===== config.mk =====
export PLATFORM = sky130hd
export DESIGN_NAME = reg_bus_arbiter
export DESIGN_NICKNAME = d
export VERILOG_FILES = /design/src/rtl/reg_bus_arbiter.sv
export SDC_FILE = /design/constraint.sdc
export NUM_CORES = 1
export LEC_CHECK = 0
export ABC_AREA = 0
export CAP_MARGIN = 0
export CORE_AREA = 2 2 90 92
export CTS_BUF_LIST = sky130_fd_sc_hd__clkbuf_4 sky130_fd_sc_hd__clkbuf_8
export CTS_CLUSTER_DIAMETER = 30
export DETAILED_ROUTE_END_ITERATION = 10
export DIE_AREA = 0 0 92 94
export PLACE_DENSITY = 0.67
export RECOVER_POWER = 50
export SYNTH_ARGS = -nofsm -noshare
export SYNTH_HDL_FRONTEND = slang
export SYNTH_SLANG_ARGS = --single-unit

===== constraint.sdc =====
create_clock -name clk -period 2.7 [get_ports clk]
set_input_delay 0.405 -clock clk [delete_from_list [all_inputs] [get_ports clk]]
set_output_delay 0.405 -clock clk [all_outputs]
set_load 0.1 [all_outputs]

===== src/rtl/reg_bus_arbiter.sv =====
// Two-master round-robin arbiter for the shared register-file bus.
// Each master owns a 1-deep command slot; accesses run IDLE->ISSUE->WAIT->ACK.
module reg_bus_arbiter #(
  parameter int ADDR_W = 6,
  parameter int DATA_W = 8
) (
  input  logic              clk,
  input  logic              rst_n,
  input  logic              m0_req,
  input  logic              m0_we,
  input  logic [ADDR_W-1:0] m0_addr,
  input  logic [DATA_W-1:0] m0_wdata,
  output logic              m0_busy,
  output logic              m0_ack,
  output logic [DATA_W-1:0] m0_rdata,
  output logic              m0_ovf,
  input  logic              m1_req,
  input  logic              m1_we,
  input  logic [ADDR_W-1:0] m1_addr,
  input  logic [DATA_W-1:0] m1_wdata,
  output logic              m1_busy,
  output logic              m1_ack,
  output logic [DATA_W-1:0] m1_rdata,
  output logic              m1_ovf,
  input  logic              ovf_clr,
  output logic              reg_read,
  output logic              reg_write,
  output logic [ADDR_W-1:0] reg_addr,
  output logic [DATA_W-1:0] reg_wdata,
  input  logic [DATA_W-1:0] reg_rdata
);

  typedef enum logic [1:0] {
    S_IDLE,
    S_ISSUE,
    S_WAIT,
    S_ACK
  } state_t;

  state_t r_state;
  state_t w_next;

  logic [1:0]        w_req;
  logic [1:0]        w_we;
  logic [ADDR_W-1:0] w_addr  [2];
  logic [DATA_W-1:0] w_wdata [2];

  logic [1:0]        r_pend;
  logic [1:0]        r_we;
  logic [ADDR_W-1:0] r_addr  [2];
  logic [DATA_W-1:0] r_wdata [2];
  logic [DATA_W-1:0] r_rdata [2];
  logic [1:0]        r_ovf;

  logic              r_owner;
  logic              r_last;
  logic [ADDR_W-1:0] r_reg_addr;
  logic [DATA_W-1:0] r_reg_wdata;

  logic              w_sel;
  logic              w_grant;
  logic [1:0]        w_clr;

  assign w_req      = {m1_req, m0_req};
  assign w_we       = {m1_we, m0_we};
  assign w_addr[0]  = m0_addr;
  assign w_addr[1]  = m1_addr;
  assign w_wdata[0] = m0_wdata;
  assign w_wdata[1] = m1_wdata;

  // Ties go to whichever master was not served last.
  always_comb begin
    w_sel = 1'b0;
    unique case (1'b1)
      (&r_pend):              w_sel = ~r_last;
      (r_pend == 2'b10):      w_sel = 1'b1;
      default:                w_sel = 1'b0;
    endcase
  end

  assign w_grant = (r_state == S_IDLE) && (|r_pend);

  // The served slot frees on entry to ACK so a new command fits in ACK.
  always_comb begin
    w_clr = 2'b00;
    if (r_state == S_WAIT) begin
      w_clr = r_owner ? 2'b10 : 2'b01;
    end
  end

  always_ff @(posedge clk or negedge rst_n) begin
    if (!rst_n) begin
      r_pend <= 2'b00;
      r_we   <= 2'b00;
      r_ovf  <= 2'b00;
      for (int i = 0; i < 2; i++) begin
        r_addr[i]  <= '0;
        r_wdata[i] <= '0;
      end
    end else begin
      for (int i = 0; i < 2; i++) begin
        if (w_req[i] && !r_pend[i]) begin
          r_pend[i]  <= 1'b1;
          r_we[i]    <= w_we[i];
          r_addr[i]  <= w_addr[i];
          r_wdata[i] <= w_wdata[i];
        end else if (w_clr[i]) begin
          r_pend[i] <= 1'b0;
        end
        if (w_req[i] && r_pend[i]) begin
          r_ovf[i] <= 1'b1;
        end else if (ovf_clr) begin
          r_ovf[i] <= 1'b0;
        end
      end
    end
  end

  always_ff @(posedge clk or negedge rst_n) begin
    if (!rst_n) begin
      r_owner     <= 1'b0;
      r_last      <= 1'b1;
      r_reg_addr  <= '0;
      r_reg_wdata <= '0;
    end else if (w_grant) begin
      r_owner     <= w_sel;
      r_last      <= w_sel;
      r_reg_addr  <= r_addr[w_sel];
      r_reg_wdata <= r_wdata[w_sel];
    end
  end

  always_ff @(posedge clk or negedge rst_n) begin
    if (!rst_n) begin
      r_rdata[0] <= '0;
      r_rdata[1] <= '0;
    end else if (r_state == S_WAIT && !r_we[r_owner]) begin
      r_rdata[r_owner] <= reg_rdata;
    end
  end

  always_ff @(posedge clk or negedge rst_n) begin
    if (!rst_n) begin
      r_state <= S_IDLE;
    end else begin
      r_state <= w_next;
    end
  end

  always_comb begin
    w_next = r_state;
    unique case (r_state)
      S_IDLE:  w_next = w_grant ? S_ISSUE : S_IDLE;
      S_ISSUE: w_next = S_WAIT;
      S_WAIT:  w_next = S_ACK;
      S_ACK:   w_next = S_IDLE;
      default: w_next = S_IDLE;
    endcase
  end

  always_comb begin
    reg_read  = 1'b0;
    reg_write = 1'b0;
    m0_ack    = 1'b0;
    m1_ack    = 1'b0;
    unique case (r_state)
      S_ISSUE: begin
        reg_read  = ~r_we[r_owner];
        reg_write = r_we[r_owner];
      end
      S_ACK: begin
        m0_ack = ~r_owner;
        m1_ack = r_owner;
      end
      default: ;
    endcase
  end

  assign m0_busy   = r_pend[0];
  assign m1_busy   = r_pend[1];
  assign m0_ovf    = r_ovf[0];
  assign m1_ovf    = r_ovf[1];
  assign m0_rdata  = r_rdata[0];
  assign m1_rdata  = r_rdata[1];
  assign reg_addr  = r_reg_addr;
  assign reg_wdata = r_reg_wdata;

endmodule


Word-level counts from Yosys, hierarchy flattened. Index checks and enable logic that the tools add are counted.

Register bits after elaboration: 68. Bits of input ports: 43. Output and inout bits: 38. Word-level logic and storage cells: 74.

Order comparisons: 4. Equal/unequal tests: 4. Mux-type cells: 27. Bitwise gates (word level): 5. Reductions and logical operators: 17.

Operators with widths (count): 2-to-1 mux 8 bit (4); 2-to-1 mux 6 bit (3); bitwise mux 16 bit (1); 2-to-1 mux 1 bit (14); demux 8 bit (select 1 bit) (1); case mux 2 bit (4 select lines) (1); nonzero test 2 bit (4); logical AND 1 bit (7); equality test 2 bit, second input constant (3); greater-or-equal comparator 2 bit, second input constant (2); 2-to-1 mux 2 bit (2); inverter 1 -> 2 bit (2); logical NOT 1 bit (3); inverter 1 bit (3); equality test 2 x 1 -> 1 bit, second input constant (1); logical NOT 2 bit (1); < comparator 1 x 2 -> 1 bit, second input constant (1); < comparator 2 x 1 -> 1 bit, second input constant (1); case mux 1 bit (2 select lines) (1); AND reduction 2 bit (1); OR reduction 2 bit (1).

Longest topological paths before layout.
Depth after elaboration: 6. Depth in mapped cells: 6. Mapped depth without buffers: 5.

Worst setup path before layout. OpenSTA, ideal clock, no wires.

Kind: register -> output. Start point: register r_state[1]. End point: output reg_write. Arrival: 1966 ps. Required time: 2295 ps. Path slack: 329 ps. Cell stages (with the launch flop): 4. Path buffers: 0. Path through: dfrtp_1 > inv_1 > ha_1 > nor2b_1.

Longest elaborated chain between the ends: 2.

RTL lines: start: declaration (RTL line 40) `state_t r_state;`; start signal: assignment (RTL line 146) `r_state <= w_next;`; equality test 2 x 1 -> 1 bit (RTL line 166) `unique case (r_state)`; 2-to-1 mux 1 bit (RTL line 166); end: declaration (RTL line 27) `output logic reg_write,`.

Every way passes these cells.

Worst setup path after layout.
Start point: register r_rdata, in the netlist m0_rdata[0]. End point: output m0_rdata[0].

RTL lines: start: declaration (RTL line 52) `logic [DATA_W-1:0] r_rdata [2];`; start signal: indexed assignment (RTL line 138) `r_rdata[r_owner] <= reg_rdata;`; end: declaration (RTL line 15) `output logic [DATA_W-1:0] m0_rdata,`.

No word-level cell between the ends.

==> results.py <==
metrics = {
    "global_route": {
        "gr-usage-all-layers_pct": 15.2,
        "grt_pass1_vias": 1990,
        "grt_max_degree": 30,
        "overflow": 0,
        "grt_pass1_wl_mm": 9.90,
        "antenna_found_initial": 0,
    },
    "worst_setup_path": {
        "reg2reg_slack_ps": 930,
        "worstSetupEndpointType": "primary output",
        "startpoint_type": "flip-flop",
        "crit_required_ps": 2300,
        "max_stage_delay_ps": 870,
        "reg2regPathDepth": 4,
        "cp_cell_sequence": "clkbuf_1",
        "cp_max_fo": 2,
        "r2r_start": "r_state[0]$_DFF_PN0_",
        "cp_slowest_cell": "clkbuf_1",
        "critical_path_buf_inv_count": 1,
        "critPathArrivalTime_ps": 1560,
        "critPathTopFamily": "buffers and inverters",
        "r2r_end": "r_state[0]$_DFF_PN0_",
        "crit_type": "flip-flop to primary output",
    },
    "clock_network": {
        "clockBufferDepth": 2,
        "cts_tree": "built",
        "cts_hold_buf": 0,
        "cts-htree-levels": 3,
        "clock-sinks": 68,
        "insertion_delay_ps": 340,
        "cts-resized-gates": 0,
        "clk_pin_slew_ps": 80,
        "cts_root_buf": "clkbuf_8",
        "cts_buffers": 9,
        "cts_setup_buffers": 0,
    },
    "place": {
        "gp_congestion": 0.715,
        "io_buffers": 80,
        "place_hpwl_mm": 4.33,
        "dp_slack_ps": 726,
    },
    "outcome": {
        "status": "complete, but fails checks",
        "violations": "capacitance limit, slew limit",
    },
    "sta": {
        "hold_violations": 0,
        "period_needed_ps": 1970,
        "relSlewSlack_pct": -6.68,
        "fin_skew_ps": 9.33,
        "max_clock_freq_mhz": 508,
        "slew_violations": 30,
        "setup_tns_ps": 0,
        "setup_viol": 0,
        "worst_pin_slew_ps": 1600,
        "layout_worst_path_cycle_share_pct": 72.9,
        "worst_slack_ps": 732,
        "rsz0062_at_grt": "false",
    },
    "synth": {
        "async_reset_ff_share_pct": 100,
        "synth_top_flop_cell": "dfrtp_1",
        "ys_seq_elements": 68,
        "synth_top_area_share_pct": 56.1,
        "yosysTopAreaCell": "dfrtp_1",
        "netlist_area_sq_um": 2990,
        "yosysMostFrequentCell": "dfrtp_1",
        "yosysWarningCount": 0,
        "syn_avg_cell_area_sq_um": 13.9,
        "yosys-top-cells-count": "dfrtp_1 (67), mux2_2 (28), a21oi_1 (20), mux2_4 (19), nand2_1 (16)",
        "synth_cell_types": 31,
        "syn-num-nets": 263,
        "synthTopCellsByArea": "dfrtp_1 (56%), mux2_2 (11%), mux2_4 (9.5%), a21oi_1 (3.4%), a21oi_2 (2.6%)",
        "seq_area_frac_synth_pct": 57.0,
        "syn_inst": 215,
        "synth_edf_count": 0,
    },
    "final_layout": {
        "area_delta_synth_final_pct": 29.5,
        "drive_above_1_share_pct": 36.3,
        "antenna_cells": 0,
        "utilization_pct": 50.9,
        "nets": 346,
    },
    "die": {
        "die_h_um": 94,
        "core_area_sq_um": 7610,
        "pin_count": 81,
        "rows": 32,
        "initial_core_util_pct": 39.3,
        "dieArea_sq_um": 8650,
        "dieWidth_um": 92,
    },
    "detailed_routing": {
        "drtIter0Drc": 67,
        "post_drt_wl_per_cell_um": 15.4,
        "drc_errors": 0,
        "routed-via-count": 1926,
        "wirelength_mm": 6.24,
        "first_pass_iters": 4,
        "viasPerCell": 4.76,
        "ant_nets": 0,
    },
    "flow_run": {
        "max_cap_viol_count": 1,
    },
    "hold_path": {
        "min_path_type": "primary input to asynchronous set/reset pin",
    },
}
## worst max-delay path by stage
stage / startpoint / to / slack, ps / cells after the start
global placement: m0_req / r_addr[11]$_DFFE_PN0P_ / 750 / 3
global route: rst_n / reg_addr[4]$_DFFE_PN0P_ / 560 / 2
CTS: r_owner$_DFFE_PN0P_ / reg_read / 710 / 3
floorplan: r_state[1]$_DFF_PN0_ / reg_write / 330 / 3
detailed placement: m0_req / r_wdata[8]$_DFFE_PN0P_ / 730 / 3
finish: m0_rdata[0]$_DFFE_PN0P_ / m0_rdata[0] / 730 / 1
## flip-flops by register name, summed over array words and instances, names as in the netlist
| signal | cells |
|---|---|
| r_owner | 1 |
| r_last | 1 |
| m0_rdata | 8 |
| r_state | 2 |
| reg_wdata | 8 |
| r_addr | 12 |
| r_wdata | 16 |
| r_we | 2 |
| m1_rdata | 8 |
| r_ovf | 2 |
| reg_addr | 6 |
| r_pend | 2 |
## placed cells by master, fill, tap and decap left out
cell type and count:
dfrtp_1 67, clkdlybuf4s50_1 41, mux2_2 28, buf_4 27
a21oi_1 20, mux2_4 19, nand2_1 16, nor2_1 15
clkbuf_1 14, a21oi_2 9, clkbuf_8 9, ha_1 5
inv_1 4, nor2b_1 2, and2_1 2, a31oi_1 2
o21ai_0 2, clkinv_4 2, clkinvlp_4 2, o21a_1 1
mux2i_1 1, a21bo_2 1, a21boi_4 1, o21ai_4 1
nand2b_4 1, nor2_8 1, nand3b_2 1, nor2b_4 1
nor2b_2 1, a21o_2 1, a22o_1 1, bufinv_16 1
inv_6 1, clkinv_2 1, clkbuf_2 1, dfstp_2 1
## area by class of cell
cell class | count | area [sq um]
multi-input cells | 132 | 1150
inverters | 4 | 15.0
fillers | 723 | 3740
clock inverters | 7 | 76.3
flip-flops and latches | 68 | 1700
repair buffers | 83 | 671
well taps | 102 | 128
clock buffers | 9 | 124
## routing by layer
metal | vias to the layer above | track usage (%) | share of wire [%]
met3 | 5 | 4.01 | 5.1
met1 | 963 | 20.1 | 46
met5 | - | 0 | 0
met2 | 57 | 23.7 | 48
met4 | 0 | 6.34 | 0.88
li1 | 901 | - | -
## kinds of logic after synthesis
family	share of synthesized area, %
compound gates	9.09
flops	57.0
mux	20.4
simple gates	6.99
buf+inv	4.40
fa+ha+maj	2.09
## stage by stage
step                area, sq um  hold WS, ps  instances
finish                     3870          462        405
global route               3870          525        405
CTS                        3920          100        405
detailed placement         3720          473        389
global placement           3720          465        389
floorplan                  2990          109        215
Power is not shown: default switching activity piles up to over one toggle a cycle in this logic, so the estimate is an artifact.
